File: src/rtl/mag_cmp_serial.sv
// ============================================================================
// Module   : mag_cmp_serial
// Brief    : Digit-serial (MSB-first) magnitude comparator, unsigned or signed.
//            Optional MAG_CMP_EARLY_EXIT_EN ends the run on the first differing digit.
// Revision : 1.0
// ============================================================================
`default_nettype none

module mag_cmp_serial #(
    parameter int WIDTH = 8,
    parameter int DIGIT = 2
) (
    input  logic             clk,
    input  logic             reset_n,
    input  logic             start,
    input  logic [WIDTH-1:0] a,
    input  logic [WIDTH-1:0] b,
    input  logic             signed_mode,
    output logic             busy,
    output logic             done,
    output logic             gt,
    output logic             eq,
    output logic             lt
);

    localparam int c_N     = WIDTH / DIGIT;
    localparam int c_CNT_W = (c_N > 1) ? $clog2(c_N) : 1;
    localparam logic [WIDTH-1:0] c_SIGN_BIT = {1'b1, {(WIDTH-1){1'b0}}};

    generate
        if ((WIDTH % DIGIT) != 0 || DIGIT < 1) begin : g_bad_digit
            $error("mag_cmp_serial: WIDTH must be an integer multiple of DIGIT");
        end
        if (WIDTH < 2 || WIDTH > 64) begin : g_bad_width
            $error("mag_cmp_serial: WIDTH must be in 2..64");
        end
    endgenerate

    typedef enum logic [1:0] {
        IDLE = 2'd0,
        RUN  = 2'd1,
        DONE = 2'd2
    } state_t;

    state_t             r_state;
    state_t             w_state_nxt;
    logic [WIDTH-1:0]   r_a;
    logic [WIDTH-1:0]   r_b;
    logic [c_CNT_W-1:0] r_cnt;
    logic               r_dec_gt;
    logic               r_dec_lt;

    logic [DIGIT-1:0]   w_da;
    logic [DIGIT-1:0]   w_db;
    logic               w_new_gt;
    logic               w_new_lt;
    logic               w_last;
    logic               w_end;
    logic               w_accept;

    assign w_da     = r_a[WIDTH-1 -: DIGIT];
    assign w_db     = r_b[WIDTH-1 -: DIGIT];
    // Once a digit differs, the decision is frozen for the remaining digits.
    assign w_new_gt = (r_dec_gt | r_dec_lt) ? r_dec_gt : (w_da > w_db);
    assign w_new_lt = (r_dec_gt | r_dec_lt) ? r_dec_lt : (w_da < w_db);
    assign w_last   = (r_cnt == c_CNT_W'(c_N - 1));

`ifdef MAG_CMP_EARLY_EXIT_EN
    assign w_end = w_last | w_new_gt | w_new_lt;
`else
    assign w_end = w_last;
`endif

    assign w_accept = start & ((r_state == IDLE) | (r_state == DONE));
    assign busy     = (r_state == RUN);
    assign done     = (r_state == DONE);

    always_ff @(posedge clk) begin
        if (!reset_n) begin
            r_state <= IDLE;
        end else begin
            r_state <= w_state_nxt;
        end
    end

    always_comb begin
        w_state_nxt = r_state;
        case (r_state)
            IDLE:    if (w_accept) w_state_nxt = RUN;
            RUN:     if (w_end)    w_state_nxt = DONE;
            DONE:    w_state_nxt = w_accept ? RUN : IDLE;
            default: w_state_nxt = IDLE;
        endcase
    end

    always_ff @(posedge clk) begin
        if (!reset_n) begin
            r_a      <= '0;
            r_b      <= '0;
            r_cnt    <= '0;
            r_dec_gt <= 1'b0;
            r_dec_lt <= 1'b0;
            gt       <= 1'b0;
            eq       <= 1'b0;
            lt       <= 1'b0;
        end else if (w_accept) begin
            // Offset-binary in signed mode lets the unsigned digit compare give signed order.
            r_a      <= signed_mode ? (a ^ c_SIGN_BIT) : a;
            r_b      <= signed_mode ? (b ^ c_SIGN_BIT) : b;
            r_cnt    <= '0;
            r_dec_gt <= 1'b0;
            r_dec_lt <= 1'b0;
            gt       <= 1'b0;
            eq       <= 1'b0;
            lt       <= 1'b0;
        end else if (r_state == RUN) begin
            r_a      <= r_a << DIGIT;
            r_b      <= r_b << DIGIT;
            r_cnt    <= r_cnt + 1'b1;
            r_dec_gt <= w_new_gt;
            r_dec_lt <= w_new_lt;
            if (w_end) begin
                gt <= w_new_gt;
                lt <= w_new_lt;
                eq <= ~(w_new_gt | w_new_lt);
            end
        end
    end

endmodule

`default_nettype wire

File: config.mk
export PLATFORM = sky130hd
export DESIGN_NAME = mag_cmp_serial
export DESIGN_NICKNAME = d
export VERILOG_FILES = /design/src/rtl/mag_cmp_serial.sv
export SDC_FILE = /design/constraint.sdc
export NUM_CORES = 1
export LEC_CHECK = 0
export BUFFER_PORTS_ARGS = -buffer_cell sky130_fd_sc_hd__clkbuf_2
export CORE_MARGIN = 3
export CORE_UTILIZATION = 35
export CTS_BUF_LIST = sky130_fd_sc_hd__clkbuf_8
export CTS_CLUSTER_DIAMETER = 100
export DETAILED_ROUTE_END_ITERATION = 10
export GPL_ROUTABILITY_DRIVEN = 0
export PLACE_DENSITY = 0.55
export SETUP_SLACK_MARGIN = 0.02
export SLEW_MARGIN = 20
export SYNTH_ARGS = -nofsm -noshare
export SYNTH_HDL_FRONTEND = slang
export SYNTH_SLANG_ARGS = --single-unit
File: constraint.sdc
create_clock -name clk -period 2.2 [get_ports clk]
set_clock_uncertainty 0.05 [all_clocks]
set_input_delay 0.22 -clock clk [delete_from_list [all_inputs] [get_ports clk]]
set_output_delay 0.22 -clock clk [all_outputs]
set_load 0.01 [all_outputs]
==> flow_summary.toml <==
[yosys]
synth.area.top_cells = "dfxtp_1 (45%), a21boi_1 (9.4%), a22oi_1 (6.7%)"
syn_nets = 143
synth_area_leader_cell = "dfxtp_1"
synthTopCellsByCount = "dfxtp_1 (25), nand3_1 (15), a21boi_1 (14), a22oi_1 (10), nand2_1 (7)"
synth_area_um2 = 1110
yosysSeqAreaShare = 0.450
synthAdderAreaFrac = 0.0337
synthCells = 120
yosysWarnings = 0
synth_top_family_by_area = "compound AO/OA/AOI/OAI gates"
async_reset_ff_frac = 0
synth_compound_area_frac = 0.263
synthFlopType = "dfxtp_1"
ys_seq_elements = 25
ys_types = 32
synth_top_area_frac = 0.450
synth-simple-area-share = 0.174
synth_mux_area_frac = 0
synth_edf_count = 0
syn_area_per_cell_um2 = 9.27
synth_most_common_cell = "dfxtp_1"
synth_xor_area_frac = 0.0236

[timing]
worst_pin_slew_ns = 0.673
finalSetupTns_ns = 0
rsz0062_at_grt = "no"
hold_viol = 0
finalCriticalPeriod_ns = 1.49
fmax_ghz = 0.670
slew_headroom = 0.549
setup_violations = 0
min_period_over_period = 0.678
maxSlewViolCount = 0

[power_and_ir_drop]
vdd_ir_drop_max_v = 0.000264
power.density_nw_per_um2 = 699
power_mw = 0.908
p_clk_frac = 0.287
swShare = 0.263
p_leak_nw = 0.525
p_int_mw = 0.669
seqPwrFrac = 0.543
combPwrFrac = 0.171
p_sw_mw = 0.239

[routing]
drc = 0
vias = 963
finalWirelength_mm = 2.29
drt.antenna.violating_nets = 0
wl_per_cell_um = 12.5
viasPerCell = 5.23
drtIter0Drc = 21
drtPass1Iterations = 4

[clocking]
ctsLongestPathBuffers = 2
hold_buffers = 0
clk_latency_ns = 0.26
cts_tree = "built"
cts_resized = 0
cts_setup_buffers = 0
clk_root_buffer_cell = "clkbuf_8"
numCtsBuffers = 3
cts.clk_slew.worst_paths_ns = 0.08
ctsHtreeMaxLevel = 1
cts_sinks = 25

[floorplanning]
dieHeight_um = 62.4
start_util = 0.384
coreArea_um2 = 2900
io_pins = 25
die_x_um = 62.4
placementRows = 19
dieArea_um2 = 3890

[finish]
antennaDiodeCount = 0
fin_nets = 166
drive_above_1_share = 0.239
final_area_um2 = 1300
synthToLayoutAreaGrowth_pct = 16.9

[flow_run]
maxCapViolations = 0

[global_route]
gr-total-overflow = 0
grt_start_max_net_pins = 21
gr-usage-all-layers = 0.130
grt_pass1_vias = 940
grt_pass1_wl_mm = 4.13
grt_antenna_before_repair = 0

[setup_path]
crit_slowest_cell = "dfxtp_1"
crit_buf_inv = 2
cp.arrival_ns = 1.22
rrSetupSlack_ns = 0.80
cp-start-kind = "flop"
required_ns = 1.93
path_cells = "nand2b_1 -> clkinv_2 -> clkbuf_2"
end_kind = "output port"
path_class = "reg -> out"
critical_path.top_delay_family = "buffers and inverters"
path_max_fanout = 18
max_stage_delay_ns = 0.34

[placed_design]
dp_hpwl_mm = 1.57
dpl_cell_area_um2 = 1250
port-buffer-count = 24

[worst_hold_path]
hold_class = "in -> reg"

[run_status]
outcome = "complete, no violations"
## per-layer routing
layer,track usage,vias up,wire length [µm]
met4,0.0689,0,43
met3,0.0288,5,108
met1,0.153,454,1090
met2,0.219,24,1050
li1,-,480,-
met5,0,-,0
## cell type report
cell class	instances	area, µm²
sequential	25	500
fill	307	1600
clock inverter	1	3.75
clock buffer	3	41.3
multi-input combinational	83	551
inverter	4	16.3
timing repair buffer	26	135
tap	42	52.6
## worst reg2reg max path: cells and delay by family (launching register included)
family	cells	cell delay, ns
flops	1	0.33
fa+ha+maj	1	0.29
compound gates	2	0.56
buf+inv	1	0.05
simple gates	1	0.06
## metrics by stage
step,hold slack (ns),setup slack (ns),util,std cells
after global routing,0.124,0.605,0.448,184
after detailed placement,0.402,0.818,0.433,180
final,0.121,0.708,0.448,184
after global placement,0.393,0.832,0.433,180
after floorplan,0.305,0.869,-,120
after CTS,0.116,0.686,0.448,184
## flip-flops by register name, summed over array words and instances (netlist names)
register and flops:
r_dec_lt 1, r_state 2, r_a 8, r_b 8, r_dec_gt 1, lt 1
gt 1, r_cnt 2, eq 1
## worst paths after layout
kind                            startpoint  endpoint  cells past startpoint
worst max-delay path            r_state[1]      busy                      3
worst max register to register      r_a[6]        eq                      5
worst min register to register    r_cnt[1]  r_cnt[1]                      2
worst min-delay path                  a[1]    r_a[1]                      3
## logic make-up after synthesis
logic type | after synthesis
buf+inv | 12
fa+ha+maj | 3
simple gates | 39
compound gates | 38
flops | 25
xor+xnor | 3
## power groups by stage
stage,clock network [mW],logic (mW),registers [mW]
floorplan,0,0.116,0.500
global placement,0,0.153,0.503
detailed placement,0,0.156,0.504
CTS,0.273,0.157,0.493
global route,0.291,0.176,0.497
finish,0.260,0.155,0.493
## cell usage in the layout (no fill, tap or decap), drive strengths merged, types with 2 or more instances in the layout
| cell type | count |
|---|---|
| a21boi | 14 |
| a21oi | 4 |
| a22oi | 10 |
| buf | 2 |
| clkbuf | 27 |
| dfxtp | 25 |
| ha | 3 |
| inv | 4 |
| nand2 | 8 |
| nand2b | 3 |
| nand3 | 15 |
| nor2 | 6 |
| nor2b | 2 |
| nor3 | 2 |
| o221ai | 2 |
| o31ai | 2 |
| xor2 | 2 |
(Power assumes the default switching activity.)
